`src/rtl/sram_operand_fetch_if.sv`:
```
// Command, SRAM read port and output byte stream of the operand fetch unit.
// SRAM_OPERAND_FETCH_CHECKSUM_EN adds the running Checksum output.
interface sram_operand_fetch_if #(
    parameter int A_WIDTH   = 15,
    parameter int D_WIDTH   = 8,
    parameter int CNT_WIDTH = 16
);
    logic                 Start;
    logic [A_WIDTH-1:0]   Base_Addr;
    logic [CNT_WIDTH-1:0] Count;
    logic                 Sram_En;
    logic                 Sram_RW;
    logic [A_WIDTH-1:0]   Sram_Addr;
    logic [D_WIDTH-1:0]   Sram_Data;
    logic [D_WIDTH-1:0]   Out_Data;
    logic                 Out_Valid;
    logic                 Out_Ready;
    logic                 Busy;
    logic                 Done;
`ifdef SRAM_OPERAND_FETCH_CHECKSUM_EN
    logic [D_WIDTH-1:0]   Checksum;

    modport master (
        input  Start, Base_Addr, Count, Sram_Data, Out_Ready,
        output Sram_En, Sram_RW, Sram_Addr, Out_Data, Out_Valid, Busy, Done, Checksum
    );
    modport slave (
        output Start, Base_Addr, Count, Sram_Data, Out_Ready,
        input  Sram_En, Sram_RW, Sram_Addr, Out_Data, Out_Valid, Busy, Done, Checksum
    );
`else
    modport master (
        input  Start, Base_Addr, Count, Sram_Data, Out_Ready,
        output Sram_En, Sram_RW, Sram_Addr, Out_Data, Out_Valid, Busy, Done
    );
    modport slave (
        output Start, Base_Addr, Count, Sram_Data, Out_Ready,
        input  Sram_En, Sram_RW, Sram_Addr, Out_Data, Out_Valid, Busy, Done
    );
`endif
endinterface

```
`src/rtl/sram_operand_fetch.sv`:
```
// Sequential SRAM reader feeding a small FIFO that drains over a valid/ready stream.
// Optional feature macro: SRAM_OPERAND_FETCH_CHECKSUM_EN (byte-sum of delivered data).
module sram_operand_fetch #(
    parameter int A_WIDTH    = 15,
    parameter int D_WIDTH    = 8,
    parameter int FIFO_DEPTH = 4,
    parameter int CNT_WIDTH  = 16
) (
    input logic                  Clk,
    input logic                  Rst,
    sram_operand_fetch_if.master bus
);
    localparam int PW = $clog2(FIFO_DEPTH);
    localparam int CW = PW + 1;

    typedef enum logic [1:0] {IDLE, FETCH, DRAIN, DONE} state_t;

    state_t               state_q, state_d;
    logic [A_WIDTH-1:0]   addr_q, addr_d;
    logic [CNT_WIDTH-1:0] issue_left_q, issue_left_d;
    logic [CNT_WIDTH-1:0] deliver_left_q, deliver_left_d;
    logic                 rd_pending_q;
    logic [D_WIDTH-1:0]   fifo_mem [FIFO_DEPTH];
    logic [PW-1:0]        wr_ptr_q, rd_ptr_q;
    logic [CW-1:0]        fifo_count_q;
    logic [CW:0]          credit;
    logic                 start_acc, issue, push, pop, fifo_nonempty;
    logic [D_WIDTH-1:0]   head;

    // Reads in flight count against FIFO space so a returning byte always has room.
    assign credit        = {1'b0, fifo_count_q} + (CW+1)'(rd_pending_q);
    assign fifo_nonempty = (fifo_count_q != '0);
    assign start_acc     = (state_q == IDLE) && bus.Start;
    assign issue         = (state_q == FETCH) && (issue_left_q != '0) &&
                           (credit < (CW+1)'(FIFO_DEPTH));
    assign push          = rd_pending_q;
    assign pop           = fifo_nonempty && bus.Out_Ready;
    assign head          = fifo_nonempty ? fifo_mem[rd_ptr_q] : '0;

    always_comb begin
        state_d        = state_q;
        addr_d         = addr_q;
        issue_left_d   = issue_left_q;
        deliver_left_d = deliver_left_q;
        if (pop) begin
            deliver_left_d = deliver_left_q - CNT_WIDTH'(1);
        end
        case (state_q)
            IDLE: begin
                if (bus.Start) begin
                    addr_d         = bus.Base_Addr;
                    issue_left_d   = bus.Count;
                    deliver_left_d = bus.Count;
                    state_d        = (bus.Count == '0) ? DONE : FETCH;
                end
            end
            FETCH: begin
                if (issue) begin
                    addr_d       = addr_q + A_WIDTH'(1);
                    issue_left_d = issue_left_q - CNT_WIDTH'(1);
                    if (issue_left_q == CNT_WIDTH'(1)) begin
                        state_d = DRAIN;
                    end
                end
            end
            DRAIN: begin
                if (deliver_left_q == '0) begin
                    state_d = DONE;
                end
            end
            DONE:    state_d = IDLE;
            default: state_d = IDLE;
        endcase
    end

    always_ff @(posedge Clk) begin
        if (Rst) begin
            state_q        <= IDLE;
            addr_q         <= '0;
            issue_left_q   <= '0;
            deliver_left_q <= '0;
        end else begin
            state_q        <= state_d;
            addr_q         <= addr_d;
            issue_left_q   <= issue_left_d;
            deliver_left_q <= deliver_left_d;
        end
    end

    // Read data arrives one cycle after the enable; rd_pending marks that cycle.
    always_ff @(posedge Clk) begin
        if (Rst) begin
            rd_pending_q <= 1'b0;
            wr_ptr_q     <= '0;
            rd_ptr_q     <= '0;
            fifo_count_q <= '0;
        end else begin
            rd_pending_q <= issue;
            if (push) begin
                wr_ptr_q <= wr_ptr_q + PW'(1);
            end
            if (pop) begin
                rd_ptr_q <= rd_ptr_q + PW'(1);
            end
            case ({push, pop})
                2'b10:   fifo_count_q <= fifo_count_q + CW'(1);
                2'b01:   fifo_count_q <= fifo_count_q - CW'(1);
                default: fifo_count_q <= fifo_count_q;
            endcase
        end
    end

    always_ff @(posedge Clk) begin
        if (push) begin
            fifo_mem[wr_ptr_q] <= bus.Sram_Data;
        end
    end

`ifdef SRAM_OPERAND_FETCH_CHECKSUM_EN
    logic [D_WIDTH-1:0] checksum_q;

    always_ff @(posedge Clk) begin
        if (Rst || start_acc) begin
            checksum_q <= '0;
        end else if (pop) begin
            checksum_q <= checksum_q + head;
        end
    end

    assign bus.Checksum = checksum_q;
`endif

    assign bus.Sram_En   = issue;
    assign bus.Sram_RW   = 1'b0;
    assign bus.Sram_Addr = addr_q;
    assign bus.Out_Data  = head;
    assign bus.Out_Valid = fifo_nonempty;
    assign bus.Busy      = (state_q == FETCH) || (state_q == DRAIN);
    assign bus.Done      = (state_q == DONE);
endmodule

```
`src/flat_wrapper.sv`:
```
// flat-port wrapper written by rule: the top's interface ports become plain ports
module sram_operand_fetch_flat 
#(
    parameter int A_WIDTH    = 15,
    parameter int D_WIDTH    = 8,
    parameter int FIFO_DEPTH = 4,
    parameter int CNT_WIDTH  = 16
)
  (Clk, Rst, bus_Start, bus_Base_Addr, bus_Count, bus_Sram_Data, bus_Out_Ready, bus_Sram_En, bus_Sram_RW, bus_Sram_Addr, bus_Out_Data, bus_Out_Valid, bus_Busy, bus_Done);
  sram_operand_fetch_if #(.A_WIDTH(A_WIDTH), .D_WIDTH(D_WIDTH), .CNT_WIDTH(CNT_WIDTH)) bus_i ();
  input logic Clk;
  input logic Rst;
  input wire logic [$bits(bus_i.Start)-1:0] bus_Start;
  input wire logic [$bits(bus_i.Base_Addr)-1:0] bus_Base_Addr;
  input wire logic [$bits(bus_i.Count)-1:0] bus_Count;
  input wire logic [$bits(bus_i.Sram_Data)-1:0] bus_Sram_Data;
  input wire logic [$bits(bus_i.Out_Ready)-1:0] bus_Out_Ready;
  output wire logic [$bits(bus_i.Sram_En)-1:0] bus_Sram_En;
  output wire logic [$bits(bus_i.Sram_RW)-1:0] bus_Sram_RW;
  output wire logic [$bits(bus_i.Sram_Addr)-1:0] bus_Sram_Addr;
  output wire logic [$bits(bus_i.Out_Data)-1:0] bus_Out_Data;
  output wire logic [$bits(bus_i.Out_Valid)-1:0] bus_Out_Valid;
  output wire logic [$bits(bus_i.Busy)-1:0] bus_Busy;
  output wire logic [$bits(bus_i.Done)-1:0] bus_Done;
  assign bus_i.Start = bus_Start;
  assign bus_i.Base_Addr = bus_Base_Addr;
  assign bus_i.Count = bus_Count;
  assign bus_i.Sram_Data = bus_Sram_Data;
  assign bus_i.Out_Ready = bus_Out_Ready;
  assign bus_Sram_En = bus_i.Sram_En;
  assign bus_Sram_RW = bus_i.Sram_RW;
  assign bus_Sram_Addr = bus_i.Sram_Addr;
  assign bus_Out_Data = bus_i.Out_Data;
  assign bus_Out_Valid = bus_i.Out_Valid;
  assign bus_Busy = bus_i.Busy;
  assign bus_Done = bus_i.Done;
  sram_operand_fetch #(.A_WIDTH(A_WIDTH), .D_WIDTH(D_WIDTH), .FIFO_DEPTH(FIFO_DEPTH), .CNT_WIDTH(CNT_WIDTH)) u_core (.Clk(Clk), .Rst(Rst), .bus(bus_i));
endmodule
```
`config.mk`:
```
export PLATFORM = sky130hd
export DESIGN_NAME = sram_operand_fetch_flat
export DESIGN_NICKNAME = d
export VERILOG_FILES = /design/src/rtl/sram_operand_fetch_if.sv /design/src/rtl/sram_operand_fetch.sv /design/src/flat_wrapper.sv
export SDC_FILE = /design/constraint.sdc
export NUM_CORES = 1
export LEC_CHECK = 0
export BUFFER_PORTS_ARGS = -buffer_cell sky130_fd_sc_hd__buf_2
export CORE_UTILIZATION = 50
export DETAILED_ROUTE_END_ITERATION = 10
export PLACE_DENSITY_LB_ADDON = 0.08
export SYNTH_ARGS = -nofsm -noshare
export SYNTH_HDL_FRONTEND = slang
export SYNTH_SLANG_ARGS = --single-unit
```
`constraint.sdc`:
```
create_clock -name Clk -period 2.96 [get_ports Clk]
set_input_delay 0.74 -clock Clk [delete_from_list [all_inputs] [get_ports Clk]]
set_output_delay 0.74 -clock Clk [all_outputs]
set_load 0.02 [all_outputs]
```
-- Word level (Yosys, flattened, before mapping)
Memory sizes are Yosys's and may differ from the RTL's. A register that Yosys moved wholly into a read port is not among the register bits.
Cells that the tools add are included.
- magnitude comparators: 1
- muxes and demuxes: 21
- reduce and logical (&&, ||, !) cells: 13
- add/subtract/negate cells: 8
- eq/ne operators: 10
- operators by type and width (operator ; count):
    16-bit 2-to-1 mux ; 5
    16-bit logical NOT ; 2
    16-bit case mux with 2 select lines ; 1
    16-bit by 1-bit subtractor with 16-bit output (second input constant) ; 2
    15-bit 2-to-1 mux ; 2
    15-bit case mux with 2 select lines ; 1
    16-bit by 1-bit == test with 1-bit output (second input constant) ; 1
    16-bit nonzero test ; 1
    15-bit by 1-bit adder with 15-bit output (second input constant) ; 1
    2-bit 2-to-1 mux ; 7
    8-bit 2-to-1 mux ; 1
    2-bit case mux with 4 select lines ; 1
    2-bit == test (second input constant) ; 3
    2-bit inequality test (second input constant) ; 3
    3-bit case mux with 2 select lines ; 1
    2-bit by 1-bit adder with 2-bit output (second input constant) ; 2
    3-bit by 1-bit adder with 4-bit output ; 1
    2-bit by 1-bit == test with 1-bit output (second input constant) ; 2
    4-bit by 3-bit less-than comparator with 1-bit output (second input constant) ; 1
    4-bit AND reduction ; 1
    2-bit nonzero test ; 2
    3-bit by 1-bit adder with 3-bit output (second input constant) ; 1
    1-bit logical AND ; 3
    3-bit AND reduction ; 1
    other kinds (6) ; 7
- word-level logic and storage cells: 62
- output and inout port bits: 28
- memories: 1
- memory bits (writable): 32
- flip-flop bits (word level): 57
- memories (memory ; depth ; width ; rd ports ; clocked after memory_dff ; write ports ; RTL line ; source):
    u_core.fifo_mem ; 4 ; 8 ; 1 ; 1 ; 1 ; sram_operand_fetch.sv:23 ; logic [D_WIDTH-1:0] fifo_mem [FIFO_DEPTH];

-- Logic depth before layout (Yosys ltp)
Gate-level depths: netlist of run 1.
- word-level depth: 5
- gate-level depth with buffers: 9
- gate-level depth less buffers: 7

-- Worst setup path after synthesis of run 1
No wires, ideal clock.
- path type: input to register
- start: in bus_Out_Ready
- end: reg u_core.fifo_count_q[2]
- data required time: 2.890 ns
- cell stages on the path: 8
- setup slack: 0.741 ns
- data arrival time: 2.148 ns
- library setup time: 0.070 ns
- path through: o31a_1 -> buf_4 -> ha_1 -> inv_1 -> fa_1 -> xor2_1 -> or3_1 -> a21oi_1
- longest elaborated chain between the ends: 3
- RTL lines (element ; RTL line ; source):
    start: declaration ; flat_wrapper.sv:17 ; input wire logic [$bits(bus_i.Out_Ready)-1:0] bus_Out_Ready;
    1-bit logical AND * ; sram_operand_fetch.sv:37 ; assign pop = fifo_nonempty && bus.Out_Ready;
    2-bit by 1-bit == test with 1-bit output / 2-bit == test (equally long branches) ; sram_operand_fetch.sv:105 ; case ({push, pop})
    3-bit case mux with 2 select lines / 2-bit nonzero test (equally long branches) ; n/a ;
    end signal: assignment ; sram_operand_fetch.sv:106 ; 2'b10: fifo_count_q <= fifo_count_q + CW'(1);
    end signal: assignment ; sram_operand_fetch.sv:107 ; 2'b01: fifo_count_q <= fifo_count_q - CW'(1);
    end signal: assignment ; sram_operand_fetch.sv:108 ; default: fifo_count_q <= fifo_count_q;
    end: declaration ; sram_operand_fetch.sv:25 ; logic [CW-1:0] fifo_count_q;
Mark *: on every way between the ends. The rest lies on a longest branch, timed or not.
A chain may end at the register's enable or synchronous reset.

==> impl_metrics.py, run 1 <==
metrics = {
    "clock_tree": {
        "cts.htree.levels": 3,
        "clk_pin_slew_ns": 0.09,
        "cts_hold_buf": 0,
        "clock_latency_ns": 0.36,
        "cts-root-buf": "clkbuf_8",
        "cts_tree": "built",
        "cts_sinks": 91,
        "numCtsBuffers": 9,
        "cts_setup_buffers": 0,
        "post_cts_resized": 0,
        "clock_path_buffers": 2,
    },
    "synthesis": {
        "netlist_area_sq_um": 4740,
        "yosys_warnings": 0,
        "synth_fp_nets": 557,
        "synth_top_cells_by_count": "dfxtp_1, a21oi_1, nor2_1, edfxtp_1, nand2_1",
        "synth.distinct_cells": 58,
        "synth.avg_cell_area_sq_um": 9.50,
        "yosysMostFrequentCell": "dfxtp_1",
        "synthCells": 499,
        "yosysSeqAreaShare_pct": 45.2,
        "synth_top_cell_by_area": "dfxtp_1",
        "async_flop_share_pct": 0,
        "ys_ff_latch": 91,
        "netlist_top_cells_area": "dfxtp_1, edfxtp_1, a21oi_1",
        "ys.flop_type": "dfxtp_1",
        "yosysTopAreaCellShare_pct": 24.9,
        "synth_edf_count": 32,
    },
    "floorplan": {
        "initial_core_util_pct": 51.6,
        "die_h_um": 99.4,
        "fp.dieW_um": 99.4,
        "io_pins": 71,
        "core_area_sq_um": 9200,
        "rows": 35,
        "dieArea_sq_um": 9880,
    },
    "setup_path": {
        "cpPeakStageDelay_ns": 0.66,
        "cpMaxStageDelayCell": "dfxtp_1",
        "worstSetupEndpointType": "primary output",
        "crit_path_start_kind": "flip-flop",
        "crit_type": "flip-flop to primary output",
        "required_ns": 2.22,
        "reg2reg_from": "u_core.state_q[1]$_SDFFE_PP0P_",
        "ff2ff_setup_slack_ns": 0.79,
        "crit_chain": "mux4_2, nor2b_1, buf_2",
        "cp.arrival_ns": 1.88,
        "worstReg2RegEnd": "u_core.issue_left_q[4]$_SDFFE_PP0P_",
        "cp_max_fo": 8,
        "rr_worst_depth": 8,
    },
    "sta": {
        "setup_violations": 0,
        "period_minus_slack_ns": 2.62,
        "hold_violations": 0,
        "slew_headroom_pct": 35.9,
        "maxSlewViolCount": 0,
        "setup_tns_ns": 0,
        "rsz0062_at_grt": "false",
        "timing.hold.ws_ns": 0.491,
        "max_slew.worst_pin.slew_ns": 0.960,
        "skew_ns": 0.0125,
        "period_share_pct": 88.6,
        "fmax_ghz": 0.381,
    },
    "finish": {
        "final_cells": 673,
        "diodes": 0,
        "post-route-util_pct": 58.5,
        "fillCellCount": 821,
        "area_growth_pct": 13.5,
        "drive_gt1_share_pct": 19.8,
        "fin_nets": 615,
    },
    "worst_hold_path": {
        "hp-class": "flip-flop to flip-flop",
        "hold_start": "u_core.issue_left_q[15]$_SDFFE_PP0P_",
        "min_path_cells": 2,
        "hold_end": "u_core.issue_left_q[15]$_SDFFE_PP0P_",
    },
    "routing": {
        "drt_first_pass_iters": 5,
        "via_per_inst": 5.75,
        "wl_per_cell_um": 15.8,
        "drt_iter0_markers": 189,
        "drc_errors": 0,
        "num_vias": 3868,
        "wl_mm": 10.6,
        "ant_nets": 0,
    },
    "placed_design": {
        "globalplace.congestion": 0.896,
        "dpl.hpwl_mm": 7.22,
        "placed_cells": 657,
        "portBuffers": 69,
    },
    "grt": {
        "gr-total-overflow": 0,
        "grt_pass1_vias": 3723,
        "grt_start_max_net_pins": 48,
        "grt_usage_pct": 22.8,
        "grt_pass1_wl_mm": 17.8,
        "antenna_found_initial": 0,
    },
    "pwr": {
        "power_density_nw_per_um2": 1050,
        "peakVddDrop_uv": 618,
        "leakagePower_nw": 1.99,
        "p_total_w": 0.00567,
    },
    "job": {
        "maxCapViolCount": 0,
    },
    "run_status": {
        "status": "complete, no violations",
    },
}
## cell type report
cell class	instances	area [sq um]	area share, %
tap	111	139	2.58
clock inverter	7	97.6	1.81
sequential	91	2140	39.8
multi-input combinational	354	2380	44.2
inverter	23	86.3	1.60
timing repair buffer	78	413	7.67
clock buffer	9	124	2.30
## worst max-delay path by stage
| stage | from | to | cells after the start |
|---|---|---|---|
| 6_report | flip-flop | bus_Out_Data[0] | 3 |
| 5_1_grt | flip-flop | bus_Out_Data[3] | 3 |
| 4_1_cts | flip-flop | bus_Out_Data[0] | 3 |
| 3_3_place_gp | flip-flop | bus_Out_Data[5] | 3 |
| 2_1_floorplan | bus_Out_Ready | u_core.fifo_count_q[2]$_SDFFE_PP0P_ | 8 |
| 3_5_place_dp | bus_Out_Ready | u_core.fifo_count_q[2]$_SDFFE_PP0P_ | 8 |
## worst max-delay path, delay by kind of cell, from the launching register on
family	cells	cell delay [ns]
flip-flops	1	0.66
multiplexers	1	0.56
buffers and inverters	1	0.15
AND/OR/NAND/NOR	1	0.14
## cell usage in the layout (no fill, tap or decap), types with 9 or more instances in the layout
cell      netlist  final
buf_2           6     69
dfxtp_1        59     59
a21oi_1        43     43
nor2_1         40     40
nand2_1        32     32
edfxtp_1       32     32
inv_1          22     22
nor3_1         20     20
o21ai_0        20     20
a211oi_1       17     17
nor2b_1        16     16
ha_1           14     14
nor4_1         12     12
nand2b_1       11     11
o32ai_1        10     10
o21ai_1        10     10
xor2_1         10     10
xnor2_1         9      9
clkbuf_8        0      9
buf_4           2      9
## cell families (layout without fill, tap and decap cells)
| kind of cell | Yosys count | count (layout) | synth area share, % |
|---|---|---|---|
| adder cells (fa/ha/maj) | 15 | 15 | 4.12 |
| AO/OA/AOI/OAI | 135 | 135 | 18.5 |
| other | 1 | 1 | 0.0791 |
| flip-flops | 91 | 91 | 45.2 |
| buffers and inverters | 54 | 117 | 4.59 |
| AND/OR/NAND/NOR | 172 | 172 | 19.4 |
| XOR/XNOR | 19 | 19 | 3.51 |
| multiplexers | 12 | 12 | 4.64 |
## metrics by stage
step | setup slack [ns] | cell area [sq um]
final | 0.338 | 5380
after global placement | 0.693 | 5160
after global routing | 0.187 | 5380
after detailed placement | 0.671 | 5160
after floorplan | 0.741 | 4740
after CTS | 0.273 | 5380
## report_power, final
group / switching, W / internal (W)
clock: 0.000464 / 0.000480
sequential: 0.000338 / 0.00161
combinational: 0.00170 / 0.00107
## state kept, by name (all words and copies together), names as in the netlist, named ones only
register and cells:
u_core.bus.Sram_Addr 15, u_core.deliver_left_q 16, u_core.fifo_count_q 3, u_core.fifo_mem 32, u_core.issue_left_q 16, u_core.push 1
u_core.rd_ptr_q 2, u_core.state_q 2, u_core.wr_ptr_q 2
## per-layer routing
metal,vias up,part of all wire [%],global-route usage (%)
li1,1952,-,-
met3,13,4.6,2.95
met4,0,1.3,8.71
met2,102,46,36.1
met5,-,0,0
met1,1801,49,32.0
Note: power is estimated with default switching activity, not from simulation.
==> inputs of run 2 (changes only) <==
--- a/config.mk
+++ b/config.mk
@@ -6,7 +6,9 @@
 export NUM_CORES = 1
 export LEC_CHECK = 0
 export BUFFER_PORTS_ARGS = -buffer_cell sky130_fd_sc_hd__buf_2
-export CORE_UTILIZATION = 50
+export CELL_PAD_IN_SITES_DETAIL_PLACEMENT = 0
+export CELL_PAD_IN_SITES_GLOBAL_PLACEMENT = 2
+export CORE_UTILIZATION = 38
 export DETAILED_ROUTE_END_ITERATION = 10
 export PLACE_DENSITY_LB_ADDON = 0.08
 export SYNTH_ARGS = -nofsm -noshare
==> run 2 against run 1 <==
Worst hold slack better by 0.0038 ns; clock skew down 0.0026 ns; worst setup slack worse by 0.13 ns; maximum frequency down 4.8%; clock-buffer cell count up 1; combinational power up 2%; critical path type unchanged; largest power group unchanged; highest routed layer unchanged.
==> impl_metrics.py, run 2 (synthesis gave the netlist of run 1 again) <==
metrics = {
    "run_status": {
        "status": "complete, no violations",
    },
    "clock_tree": {
        "cts-root-buf": "clkbuf_16",
        "clk_pin_slew_ns": 0.07,
        "numCtsBuffers": 9,
        "cts_tree": "built",
        "cts_hold_buf": 0,
        "cts.htree.levels": 3,
        "cts_sinks": 91,
        "clock_latency_ns": 0.35,
        "post_cts_resized": 0,
        "clock_path_buffers": 2,
        "cts_setup_buffers": 0,
    },
    "finish": {
        "largest_register_ffs": 32,
        "mostFrequentLayoutCell": "buf_2",
        "top_register": "u_core.fifo_mem",
        "post-route-util_pct": 45.9,
        "fin_nets": 615,
        "drive_gt1_share_pct": 20.1,
        "stdcell_area_sq_um": 5540,
        "diodes": 0,
        "multi_input_area_sq_um": 2390,
        "reg.largest.list": "u_core.fifo_mem: 32 flops, u_core.deliver_left_q: 16 flops, u_core.issue_left_q: 16 flops",
        "area_growth_pct": 16.8,
        "final_cells": 730,
        "seq_area_sq_um": 2140,
        "final_cell_mix": "buf_2, dfxtp_1, a21oi_1",
        "fillCellCount": 1165,
    },
    "grt": {
        "grt_pass1_vias": 3754,
        "grt_pass1_wl_mm": 19.3,
        "antenna_found_initial": 0,
        "gr-total-overflow": 0,
        "grt_start_max_net_pins": 68,
        "grt_usage_pct": 19.2,
    },
    "floorplan": {
        "die_h_um": 114,
        "core_area_sq_um": 12100,
        "rows": 40,
        "io_pins": 71,
        "dieArea_sq_um": 12900,
        "initial_core_util_pct": 39.3,
        "fp.dieW_um": 114,
    },
    "placed_design": {
        "postPlaceCellArea_sq_um": 5250,
        "globalplace.congestion": 0.794,
        "placed_cells": 714,
        "dpl.hpwl_mm": 7.85,
        "pre_cts_ws_ns": 0.566,
        "portBuffers": 69,
    },
    "sta": {
        "period_share_pct": 93.1,
        "setup_tns_ns": 0,
        "maxSlewViolCount": 0,
        "hold_violations": 0,
        "rsz0062_at_grt": "false",
        "skew_ns": 0.00996,
        "setup_violations": 0,
        "slew_headroom_pct": 36.7,
        "period_minus_slack_ns": 2.76,
        "fin_ws_ns": 0.205,
        "max_slew.worst_pin.slew_ns": 0.944,
        "fmax_ghz": 0.363,
    },
    "setup_path": {
        "cp.arrival_ns": 2.02,
        "worstSetupEndpointType": "primary output",
        "crit_buf_inv": 3,
        "crit_type": "flip-flop to primary output",
        "rr_worst_depth": 8,
        "cpMaxStageDelayCell": "buf_4",
        "crit_chain": "inv_1, ha_2, buf_4, nand3_1, o21ba_2, buf_2",
        "cp_top_family": "buffers and inverters",
        "required_ns": 2.22,
        "crit_path_start_kind": "flip-flop",
        "cpPeakStageDelay_ns": 0.43,
        "cp_max_fo": 48,
        "cp.depth": 6,
    },
    "routing": {
        "drt_first_pass_iters": 5,
        "wl_mm": 11.7,
        "ant_nets": 0,
        "drc_errors": 0,
        "wl_per_cell_um": 16.0,
        "via_per_inst": 5.33,
        "num_vias": 3890,
        "drt_iter0_markers": 268,
    },
    "pwr": {
        "power_density_nw_per_um2": 1070,
        "peakVddDrop_uv": 476,
        "leakagePower_nw": 2.02,
    },
    "worst_hold_path": {
        "min_path_cells": 2,
        "hp-class": "flip-flop to flip-flop",
    },
    "job": {
        "maxCapViolCount": 0,
    },
}
-- run 2: worst register-to-register path, stage by stage, from the launching register on --
cell and delay, ns:
dfxtp_1 0.34, inv_1 0.09, ha_1 0.25, nor2b_1 0.23, nand3b_1 0.17, o211a_1 0.61
buf_4 0.28, a21oi_1 0.08, a211oi_1 0.22
-- run 2: where the power goes --
group,internal [W],leakage [nW],switching (W),total [W]
sequential,0.00161,0.773,0.000346,0.00196
combinational,0.00109,1.11,0.00175,0.00283
clock,0.000588,0.136,0.000526,0.00111
-- run 2: final cells by class --
cell class	instances	share of cell area (%)
clock buffers	10	4.14
clock inverters	6	0.972
inverters	23	1.56
multi-input cells	354	43.2
flip-flops and latches	91	38.7
well taps	168	3.80
repair buffers	78	7.69
-- run 2: final timing paths --
kind / end / start / slack, ns
hold reg to reg: u_core.issue_left_q[12]$_SDFFE_PP0P_ / u_core.issue_left_q[12]$_SDFFE_PP0P_ / 0.49
setup reg to reg: u_core.bus.Sram_Addr[10]$_SDFFE_PP0P_ / u_core.state_q[1]$_SDFFE_PP0P_ / 0.59
setup / recovery: bus_Sram_En / u_core.state_q[1]$_SDFFE_PP0P_ / 0.20
hold / removal: u_core.issue_left_q[12]$_SDFFE_PP0P_ / u_core.issue_left_q[12]$_SDFFE_PP0P_ / 0.49
-- run 2: stage by stage --
| step | total power (W) | hold slack, ns |
|---|---|---|
| final | 0.00591 | 0.495 |
| after global routing | 0.00637 | 0.533 |
| after CTS | 0.00598 | 0.493 |
| after detailed placement | 0.00483 | 0.483 |
| after global placement | 0.00481 | 0.472 |
| after floorplan | 0.00403 | 0.458 |
-- run 2: layer usage --
layer  vias up  wire, um  track usage (%)
met3         7       492             4.57
met5         -         0                0
met1      1841      5490             25.6
met2        81      5620             31.0
li1       1961         -                -
met4         0       111             5.88
==> inputs of run 3 (changes only) <==
--- a/config.mk
+++ b/config.mk
@@ -6,7 +6,7 @@
 export NUM_CORES = 1
 export LEC_CHECK = 0
 export BUFFER_PORTS_ARGS = -buffer_cell sky130_fd_sc_hd__buf_2
-export CELL_PAD_IN_SITES_DETAIL_PLACEMENT = 0
+export CELL_PAD_IN_SITES_DETAIL_PLACEMENT = 2
 export CELL_PAD_IN_SITES_GLOBAL_PLACEMENT = 2
 export CORE_UTILIZATION = 38
 export DETAILED_ROUTE_END_ITERATION = 10
==> run 3 against run 2 <==
Sequential share of layout area shrank 0.17 points; clock power grew 7%; worst setup slack gained 0.063 ns; global-route usage grew 4.7 points; design area grew 0.43%; wire length grew 24%; clock-buffer cell count is the same; first-iteration DRC count shrank 22%; largest power group unchanged; highest routed layer unchanged.
==> impl_metrics.py, run 3 (synthesis gave the netlist of run 1 again) <==
metrics = {
    "worst_hold_path": {
        "hp-class": "flip-flop to flip-flop",
        "min_path_cells": 2,
    },
    "floorplan": {
        "io_pins": 71,
        "core_area_sq_um": 12100,
        "rows": 40,
        "fp.dieW_um": 114,
        "dieArea_sq_um": 12900,
        "die_h_um": 114,
        "initial_core_util_pct": 39.3,
    },
    "finish": {
        "final_cell_mix": "buf_2, dfxtp_1, a21oi_1",
        "reg.largest.list": "u_core.fifo_mem: 32 flops, u_core.deliver_left_q: 16 flops, u_core.issue_left_q: 16 flops",
        "top_register": "u_core.fifo_mem",
        "largest_register_ffs": 32,
        "mostFrequentLayoutCell": "buf_2",
        "fin_nets": 615,
        "stdcell_area_sq_um": 5560,
        "post-route-util_pct": 46.1,
        "diodes": 0,
        "drive_gt1_share_pct": 20.1,
        "area_growth_pct": 17.3,
    },
    "setup_path": {
        "ff2ff_setup_slack_ns": 0.42,
        "rr_worst_depth": 7,
        "crit_path_start_kind": "flip-flop",
        "crit_type": "flip-flop to primary output",
        "required_ns": 2.22,
        "cp.arrival_ns": 1.95,
        "cp_max_fo": 48,
        "worstSetupEndpointType": "primary output",
    },
    "placed_design": {
        "postPlaceCellArea_sq_um": 5250,
        "globalplace.congestion": 0.794,
        "dpl.hpwl_mm": 10.3,
        "portBuffers": 69,
    },
    "pwr": {
        "power.switching_w": 0.00278,
        "p_sw_share_pct": 45.1,
        "p_clk_share_pct": 19.4,
        "intPower_w": 0.00338,
        "power_density_nw_per_um2": 1110,
        "peakVddDrop_uv": 425,
        "pwr-share-comb_pct": 48.2,
        "leakagePower_nw": 2.04,
        "pwr-share-seq_pct": 32.4,
    },
    "routing": {
        "num_vias": 4138,
        "wl_per_cell_um": 20.0,
        "drt_iter0_markers": 210,
        "drc_errors": 0,
        "ant_nets": 0,
        "wl_mm": 14.6,
        "drt_first_pass_iters": 4,
        "via_per_inst": 5.67,
    },
    "clock_tree": {
        "clock_latency_ns": 0.35,
        "numCtsBuffers": 9,
        "cts_hold_buf": 0,
        "cts_setup_buffers": 0,
        "cts.htree.levels": 3,
        "clk_pin_slew_ns": 0.07,
        "cts-root-buf": "clkbuf_16",
        "cts_tree": "built",
        "clock_path_buffers": 2,
        "cts_sinks": 91,
    },
    "sta": {
        "max_slew.worst_pin.slew_ns": 0.942,
        "fmax_ghz": 0.371,
        "maxSlewViolCount": 0,
        "rsz0062_at_grt": "false",
        "skew_ns": 0.00861,
        "hold_violations": 0,
        "period_minus_slack_ns": 2.69,
        "setup_tns_ns": 0,
        "period_share_pct": 90.9,
        "slew_headroom_pct": 36.9,
        "setup_violations": 0,
    },
    "run_status": {
        "status": "complete, no violations",
    },
    "job": {
        "maxCapViolCount": 0,
    },
    "grt": {
        "grt_pass1_vias": 4411,
        "grt_pass1_wl_mm": 23.7,
        "antenna_found_initial": 0,
        "grt_start_max_net_pins": 68,
        "grt_usage_pct": 23.9,
        "gr-total-overflow": 0,
    },
}
## run 3: cell type report
type / instances / area (sq um)
fill: 1306 / 6500
clock buffer: 10 / 229
multi-input combinational: 354 / 2390
timing repair buffer: 78 / 429
inverter: 23 / 86.3
tap: 168 / 210
clock inverter: 6 / 73.8
sequential: 91 / 2140
## run 3: stage by stage
stage	hold slack [ns]	power, W	instances	setup WS [ns]
after global routing	0.533	0.00659	730	0.124
final	0.492	0.00616	730	0.268
after CTS	0.494	0.00624	730	0.100
after detailed placement	0.480	0.00500	714	0.393
after global placement	0.472	0.00481	714	0.594
after floorplan	0.458	0.00403	499	0.741
## run 3: worst paths after layout
path                                     endpoint                                  from
max                                   bus_Sram_En        u_core.state_q[1]$_SDFFE_PP0P_
min          u_core.issue_left_q[15]$_SDFFE_PP0P_  u_core.issue_left_q[15]$_SDFFE_PP0P_
max reg2reg  u_core.bus.Sram_Addr[0]$_SDFFE_PP0P_        u_core.state_q[0]$_SDFFE_PP0P_
min reg2reg  u_core.issue_left_q[15]$_SDFFE_PP0P_  u_core.issue_left_q[15]$_SDFFE_PP0P_
## run 3: power groups by stage
stage	clock, W	combinational, W	sequential (W)
5_1_grt	0.00127	0.00328	0.00205
3_5_place_dp	0	0.00299	0.00201
2_1_floorplan	0	0.00205	0.00198
4_1_cts	0.00122	0.00302	0.00199
6_report	0.00119	0.00297	0.00199
3_3_place_gp	0	0.00283	0.00197
## run 3: critical path, stage by stage, from the launching register on
cell     delay (ns)
dfxtp_1        0.34
inv_1          0.09
ha_2           0.20
buf_6          0.34
nand3_1        0.17
o21ba_2        0.29
buf_2          0.16
## run 3: metal layers
layer	track usage, %	up-vias	wire length, um
li1	-	1958	-
met1	29.9	2086	6370
met2	42.4	77	7480
met3	3.35	17	484
met4	8.07	0	239
met5	0	-	0
## run 3: repair_timing
item	CTS	global route
setup endpoints to repair	0	1
resized for setup	0	1
endpoints found under the hold margin	0	0
